**src/rtl/if_stage.sv**
```systemverilog
// ---------------------------------------------------------------------------
// if_stage -- LEGv8 instruction-fetch stage.
//
// Owns the program counter and fetches instructions over a req/ack handshake
// that tolerates any memory latency. Fetched words are delivered to decode
// through the IF/ID pipeline register. A one-entry skid buffer absorbs a word
// that returns while decode is stalled. Redirects from a resolved branch
// flush IF/ID. A redirect that arrives while a request is outstanding is
// parked until that request completes.
//
// Ports
//   clk            rising-edge clock
//   rst_n          asynchronous active-low reset
//   imem_req       instruction memory request (FETCH and DRAIN states)
//   imem_addr      fetch address, word aligned (equals pc)
//   imem_ack       memory returns imem_rdata this cycle
//   imem_rdata     instruction word, valid with imem_ack
//   stall          decode cannot take a new instruction
//   redirect_valid taken branch resolved downstream
//   redirect_pc    branch target; bits [1:0] are ignored
//   if_id_valid    IF/ID holds a live instruction
//   if_id_pc       PC of the IF/ID instruction
//   if_id_inst     IF/ID instruction word
//   if_id_opcode   if_id_inst[31:21], for the control unit
// ---------------------------------------------------------------------------
module if_stage #(
  parameter int                    ADDR_WIDTH = 64,
  parameter int                    INST_WIDTH = 32,
  parameter logic [ADDR_WIDTH-1:0] RESET_PC   = '0
) (
  input  logic                  clk,
  input  logic                  rst_n,
  output logic                  imem_req,
  output logic [ADDR_WIDTH-1:0] imem_addr,
  input  logic                  imem_ack,
  input  logic [INST_WIDTH-1:0] imem_rdata,
  input  logic                  stall,
  input  logic                  redirect_valid,
  input  logic [ADDR_WIDTH-1:0] redirect_pc,
  output logic                  if_id_valid,
  output logic [ADDR_WIDTH-1:0] if_id_pc,
  output logic [INST_WIDTH-1:0] if_id_inst,
  output logic [10:0]           if_id_opcode
);

  typedef enum logic [1:0] {IDLE, FETCH, HOLD, DRAIN} state_t;

  state_t                state;
  logic [ADDR_WIDTH-1:0] pc;
  logic [ADDR_WIDTH-1:0] pend_pc;
  logic [ADDR_WIDTH-1:0] skid_pc;
  logic [INST_WIDTH-1:0] skid_inst;

  logic                  accept;
  logic [ADDR_WIDTH-1:0] target;
  logic [ADDR_WIDTH-1:0] pc_next_seq;
  logic                  load_fetch;
  logic                  load_skid;

  // Decode can take a word when it is not stalled or IF/ID is empty.
  assign accept      = !stall || !if_id_valid;
  assign target      = {redirect_pc[ADDR_WIDTH-1:2], 2'b00};
  // Wraps modulo 2^ADDR_WIDTH.
  assign pc_next_seq = pc + ADDR_WIDTH'(4);

  // A redirect in the same cycle kills either source of a new instruction.
  assign load_fetch = (state == FETCH) && imem_ack && !redirect_valid && accept;
  assign load_skid  = (state == HOLD) && !redirect_valid && accept;

  // The request is a pure decode of the state register. pc only changes on an
  // ack or outside a request, so the address stays stable while req is high.
  assign imem_req     = (state == FETCH) || (state == DRAIN);
  assign imem_addr    = pc;
  assign if_id_opcode = if_id_inst[31:21];

  // NOTE: every register here uses non-blocking assignment, so each branch
  // reads the pre-edge values of pc, state and if_id_valid.
  always_ff @(posedge clk or negedge rst_n) begin
    if (!rst_n) begin
      state       <= IDLE;
      pc          <= RESET_PC;
      pend_pc     <= '0;
      // NOTE: the skid data registers are reset as well. They are small, and
      // clearing them keeps the datapath free of X values after reset.
      skid_pc     <= '0;
      skid_inst   <= '0;
      if_id_valid <= 1'b0;
      if_id_pc    <= '0;
      if_id_inst  <= '0;
    end else begin
      // ---------------- fetch control ----------------
      unique case (state)
        IDLE: begin
          // A stale ack from before reset is ignored here.
          state <= FETCH;
        end

        FETCH: begin
          if (imem_ack) begin
            if (redirect_valid) begin
              pc <= target;               // returned word is on the wrong path
            end else if (accept) begin
              pc <= pc_next_seq;
            end else begin
              skid_pc   <= pc;
              skid_inst <= imem_rdata;
              pc        <= pc_next_seq;
              state     <= HOLD;
            end
          end else if (redirect_valid) begin
            // The outstanding address must not move. Park the target.
            pend_pc <= target;
            state   <= DRAIN;
          end
        end

        HOLD: begin
          if (redirect_valid) begin
            pc    <= target;              // skid contents are dropped
            state <= FETCH;
          end else if (accept) begin
            state <= FETCH;
          end
        end

        DRAIN: begin
          if (imem_ack) begin
            // The latest target wins, including one on the ack cycle itself.
            pc    <= redirect_valid ? target : pend_pc;
            state <= FETCH;
          end else if (redirect_valid) begin
            pend_pc <= target;
          end
        end

        default: state <= IDLE;
      endcase

      // ---------------- IF/ID register ----------------
      if (redirect_valid) begin
        if_id_valid <= 1'b0;
      end else if (stall && if_id_valid) begin
        if_id_valid <= 1'b1;              // hold every field
      end else if (load_fetch) begin
        if_id_valid <= 1'b1;
        if_id_pc    <= pc;
        if_id_inst  <= imem_rdata;
      end else if (load_skid) begin
        if_id_valid <= 1'b1;
        if_id_pc    <= skid_pc;
        if_id_inst  <= skid_inst;
      end else begin
        if_id_valid <= 1'b0;              // bubble; payload keeps old value
      end
    end
  end

endmodule
```
**config.mk**
```make
export PLATFORM = sky130hd
export DESIGN_NAME = if_stage
export DESIGN_NICKNAME = d
export VERILOG_FILES = /design/src/rtl/if_stage.sv
export SDC_FILE = /design/constraint.sdc
export NUM_CORES = 1
export LEC_CHECK = 0
export CORE_MARGIN = 4
export CORE_UTILIZATION = 48
export DETAILED_ROUTE_END_ITERATION = 8
export PLACE_DENSITY = 0.77
export REMOVE_ABC_BUFFERS = 1
export SLEW_MARGIN = 5
export SYNTH_ARGS = -nofsm -noshare
export SYNTH_HDL_FRONTEND = slang
export SYNTH_SLANG_ARGS = --single-unit
```
**constraint.sdc**
```tcl
create_clock -name clk -period 1.9 [get_ports clk]
set_input_delay 0.475 -clock clk [delete_from_list [all_inputs] [get_ports clk]]
set_output_delay 0.475 -clock clk [all_outputs]
set_load 0.01 [all_outputs]
```
==> Word-level counts from Yosys, hierarchy flattened <==
Index checks and enable logic that the tools add are counted.
{ "totals": {"out_inout_bits": 173, "regBits": 323, "input_bits": 101, "word_cells": 65} }
{ "classes": {"n_addsub": 1, "reduce_logical": 20, "mux": 22, "n_bitwise": 4, "n_eq_ne": 10} }
{ "ops": {"columns": ["operator", "count"], "rows": [
  ["$mux 64", 7],
  ["$pmux 64 s3", 1],
  ["$add 64x3->64 const B", 1],
  ["$mux 32", 2],
  ["$mux 2", 7],
  ["$ne 3x3->1 const B", 4],
  ["$pmux 2 s4", 1],
  ["$reduce_and 4->1", 2],
  ["$logic_and 1x1->1", 6],
  ["$ne 2x2->1 const B", 3],
  ["$reduce_and 5->1", 1],
  ["$eq 2x2->1 const B", 2],
  ["$mux 1", 4],
  ["$not 1->1", 4],
  ["$logic_not 1->1", 3],
  ["$reduce_and 3->1", 1],
  ["$reduce_bool 3->1", 1],
  ["$eq 2x1->1 const B", 1],
  ["$logic_not 2->1", 1],
  ["$logic_or 1x1->1", 2],
  ["$reduce_and 2->1", 1],
  ["$reduce_bool 2->1", 1],
  ["$reduce_or 2->1", 1]
]} }

==> Longest topological paths before layout <==
{ "depth": {"ltp_word": 7, "mapped_depth": 9, "mapped_depth_nobuf": 6} }

==> Worst setup path after synthesis <==
OpenSTA, ideal clock, no wires.
{ "synth_timing": {"kind": "input -> register", "from": "in redirect_valid", "to": "reg skid_pc[24]", "slack_ps": -129, "cell_stages": 7, "n_path_buf": 3, "setup_time_ps": 125, "t_required_ps": 1775, "t_arrival_ps": 1905, "path_cell_list": "buf_2 > nor2_2 > nand3_1 > nor2_2 > buf_2 > buf_4 > mux2_2"} }
{ "synth_via": {"elab_chain_len": 2} }
{ "synth_lines": {"columns": ["element", "line", "rtl"], "rows": [
  ["start, declared", "38", "input logic redirect_valid,"],
  ["$not 1->1 (no source line)", null, null],
  ["$reduce_and 4->1 (no source line)", null, null],
  ["end signal, assigned", "105", "skid_pc <= pc;"],
  ["end, declared", "51", "logic [ADDR_WIDTH-1:0] skid_pc;"]
]} }
Every way passes these cells.
A chain may end at the register's enable or synchronous reset.

==> Final worst setup path <==
{ "layout_timing": {"from": "reg pc[22] (netlist: imem_addr[22])", "to": "reg pc[30] (netlist: imem_addr[30])"} }
{ "layout_via": {"elab_chain_len": 4} }
{ "layout_lines": {"columns": ["element", "line", "rtl"], "rows": [
  ["start, declared", "49", "logic [ADDR_WIDTH-1:0] pc;"],
  ["start signal, assigned", "101", "pc <= target;"],
  ["start signal, assigned", "103", "pc <= pc_next_seq;"],
  ["start signal, assigned", "107", "pc <= pc_next_seq;"],
  ["$add 64x3->64", "64", "assign pc_next_seq = pc + ADDR_WIDTH'(4);"],
  ["$mux 64", "100", "if (redirect_valid) begin"],
  ["$mux 64", "99", "if (imem_ack) begin"],
  ["$pmux 64 s3", "92", "unique case (state)"]
]} }
Every way passes these cells. The select of a mux whose other input is x is not followed.

==> results.py <==
metrics = {
    "power": {
        "p_leak_nw": 11.1,
        "p_int_mw": 16.1,
        "p_clk_share_pct": 28.6,
        "p_sw_share_pct": 30.4,
        "ir_worst_vdd_uv": 849,
        "p_switching_mw": 7.03,
        "power_density_mw_per_mm2": 1030,
        "pwr-share-seq_pct": 41.6,
        "finalPower_mw": 23.2,
        "comb_power_share_pct": 29.8,
    },
    "detailed_routing": {
        "wl_met2_mm": 22.7,
        "drc": 0,
        "drt-initial-drc-count": 1210,
        "route.met3.wl_mm": 3.71,
        "routed_wl_mm": 47.5,
        "num_vias": 13600,
        "dr.max_layer_used": "met5",
        "vias_per_cell": 5.72,
        "met1_length_mm": 19.6,
        "dr.pass1.iters": 5,
        "wl_per_cell_um": 19.9,
        "antenna_left": 0,
    },
    "layout": {
        "final_cell_mix": "dfrtp_1, nand2_1, buf_4",
        "area_delta_synth_final_pct": 42.1,
        "regArea_mm2": 0.00810,
        "final_common_cell": "dfrtp_1",
        "multi_input_area_mm2": 0.00753,
        "nNetsFinal": 2026,
        "n_fill_cell": 2427,
        "post_route_cells_drive_above_1_share_pct": 29.2,
    },
    "floorplan": {
        "pin_count": 274,
        "die_w_um": 189,
        "start_util_pct": 48.5,
        "die_y_um": 189,
        "die_area_mm2": 0.0359,
        "core_area_mm2": 0.0325,
        "rows": 66,
    },
    "sta": {
        "finalClockSkew_ps": 19.4,
        "hold_viol": 0,
        "tightestPinTransition_ps": 459,
        "rsz0062_at_grt": "true",
        "slew_headroom_pct": 69.4,
        "setup_viol": 18,
        "fin_crit_ps": 1990,
        "fmax_ghz": 0.504,
        "post-route-period-util_pct": 104,
        "maxSlewViolCount": 0,
        "finalSetupTns_ps": -609,
        "layout_setup_ws_ps": -85.2,
    },
    "synth": {
        "async_flop_share_pct": 100,
        "synth.distinct_cells": 78,
        "synth_flop_cell": "dfrtp_1",
        "synthCells": 1476,
        "synth_area_per_cell_um2": 10.7,
        "yosysWarnings": 0,
        "netlist_area_mm2": 0.0158,
        "synth-edff-count": 0,
        "synth-seq-cells": 323,
        "ys_seq_area_share_pct": 51.2,
    },
    "setup_path": {
        "crit_fanout": 5,
        "r2r_end": "imem_addr[30]$_DFFE_PN0P_",
        "critPathArrivalTime_ps": 2380,
        "required_ps": 2300,
        "rrSetupSlack_ps": -90,
        "worst-r2r-cell-count": 7,
        "endpoint_kind": "flip-flop",
        "startpoint": "imem_addr[22]$_DFFE_PN0P_",
        "critPathLaunchType": "flip-flop",
        "crit_type": "flip-flop to flip-flop",
        "rr_startpoint": "imem_addr[22]$_DFFE_PN0P_",
    },
    "grt": {
        "track_usage_pct": 25.5,
        "gr-total-overflow": 0,
        "grt_pass1_vias": 13900,
        "grt_max_degree": 66,
        "grt_first_pass_wirelength_mm": 74.5,
        "antenna_found_initial": 2,
    },
    "hold_path": {
        "hp-class": "primary input to async pin",
    },
    "clock_tree": {
        "clkSinkCount": 323,
        "cts_buffers": 37,
        "h-tree-depth": 2,
        "clk_latency_ps": 510,
        "cts_tree": "built",
        "clkTransAtPathRegs_ps": 60,
        "cts-root-buf": "clkbuf_16",
        "cts_buffer_depth": 3,
    },
    "status": {
        "status": "finished with violations",
        "violations": "setup timing",
    },
    "run": {
        "maxCapViolations": 0,
    },
    "placed_design": {
        "routabilityCongestion": 0.897,
        "portBuffers": 271,
        "dp_hpwl_mm": 33.0,
    },
}
[per-layer routing]
metal	GRT usage, %	vias to the layer above
met5	0	-
met4	7.57	2
met3	5.05	107
met2	41.8	559
met1	34.6	6719
li1	-	6250
[per-stage QoR]
stage                     instance area [um2]  utilization [%]  hold WS, ps  setup slack [ps]  instances
after floorplan                         15200                -          179             -3530       1359
after global placement                  20400             62.9          411              -479       2284
after detailed placement                20400             62.9          412              -529       2284
after CTS                               21800             67.0          464             -38.0       2369
after global routing                    22400             69.0          496              -176       2385
final                                   22400             69.0          469             -85.2       2386
[cell usage after synthesis, types with 4 or more instances]
cell type | instances | share of area (%)
nor3_1 | 26 | 0.82
o22a_1 | 4 | 0.22
o21ai_0 | 156 | 4.9
buf_1 | 8 | 0.19
a211oi_1 | 6 | 0.29
buf_4 | 16 | 0.76
o21a_1 | 9 | 0.43
mux2i_1 | 100 | 6.3
nor2_1 | 35 | 0.83
nand2_1 | 212 | 5.0
nand3b_1 | 4 | 0.19
a2bb2oi_1 | 14 | 0.78
xnor2_1 | 7 | 0.39
mux2_1 | 4 | 0.29
mux2_2 | 143 | 10
o31a_1 | 4 | 0.22
and2_1 | 13 | 0.51
a32oi_1 | 10 | 0.55
o2bb2a_1 | 8 | 0.51
nand4_1 | 34 | 1.3
nand2b_1 | 6 | 0.24
o211ai_1 | 4 | 0.19
buf_2 | 51 | 1.6
o31ai_1 | 4 | 0.19
a21oi_1 | 33 | 1.0
and3_1 | 12 | 0.48
nand3_1 | 31 | 0.98
nor4_4 | 6 | 0.81
a22oi_1 | 4 | 0.19
o221a_2 | 7 | 0.50
nor4_1 | 6 | 0.24
o22ai_1 | 15 | 0.59
clkbuf_1 | 42 | 1.0
xor2_1 | 5 | 0.28
inv_1 | 29 | 0.69
and4_1 | 10 | 0.55
dfrtp_1 | 323 | 51
a31oi_1 | 7 | 0.28
[power groups by stage]
stage | sequential, mW | combinational [mW] | clock [mW]
2_1_floorplan | 10.2 | 2.50 | 0
3_3_place_gp | 9.68 | 6.73 | 0
3_5_place_dp | 9.77 | 6.95 | 0
4_1_cts | 9.61 | 6.85 | 6.76
5_1_grt | 9.85 | 7.53 | 7.05
6_report | 9.63 | 6.89 | 6.63
[critical path, cell delays in order (launching register included)]
cell and delay [ps]:
dfrtp_1 360, nand4_1 230, buf_4 240, nor2_2 190, buf_4 190, nand4_1 220, o21ai_1 210, o2bb2a_2 230
[flip-flops by register name, indices dropped and copies added (netlist names)]
signal	count
imem_addr	64
skid_inst	32
pend_pc	64
state	2
skid_pc	64
if_id_inst	32
if_id_valid	1
if_id_pc	64
[layout make-up]
type                       count  area share [%]
inverter                      29           0.485
antenna                        1          0.0111
tap                          442            2.46
clock inverter                 6           0.273
sequential                   323            36.1
timing repair buffer         525            22.5
clock buffer                  52            4.60
multi-input combinational   1008            33.6
[worst max-delay path by stage]
stage	endpoint	slack, ps	cells past startpoint
finish	imem_addr[30]$_DFFE_PN0P_	-90	7
global route	imem_addr[40]$_DFFE_PN0P_	-180	9
CTS	imem_addr[59]$_DFFE_PN0P_	-40	7
detailed placement	if_id_inst[15]$_DFFE_PN0P_	-530	7
global placement	if_id_pc[49]$_DFFE_PN0P_	-480	7
floorplan	if_id_inst[0]$_DFFE_PN0P_	-3530	5
[cells by family (layout without fill, tap and decap cells)]
group	after synthesis	in the layout	share of synthesized area (%)
adders and majority gates	1	1	0.0792
DFF	323	323	51.2
buffers and inverters	146	612	4.25
other	0	1	0
xor gates and xnor gates	12	12	0.665
AOI/OAI and AO/OA	325	325	13.3
muxes	247	247	16.8
and+or+nand+nor	422	423	13.7
[what timing repair did]
action	CTS	global route
endpoints found under the setup margin	135	213
pin swaps	17	52
buffers inserted	26	18
hold endpoints to repair	36	0
cloned	0	1
hold buffers	1	0
resized for setup	163	145
No activity file was read; power rests on OpenSTA's default activity.
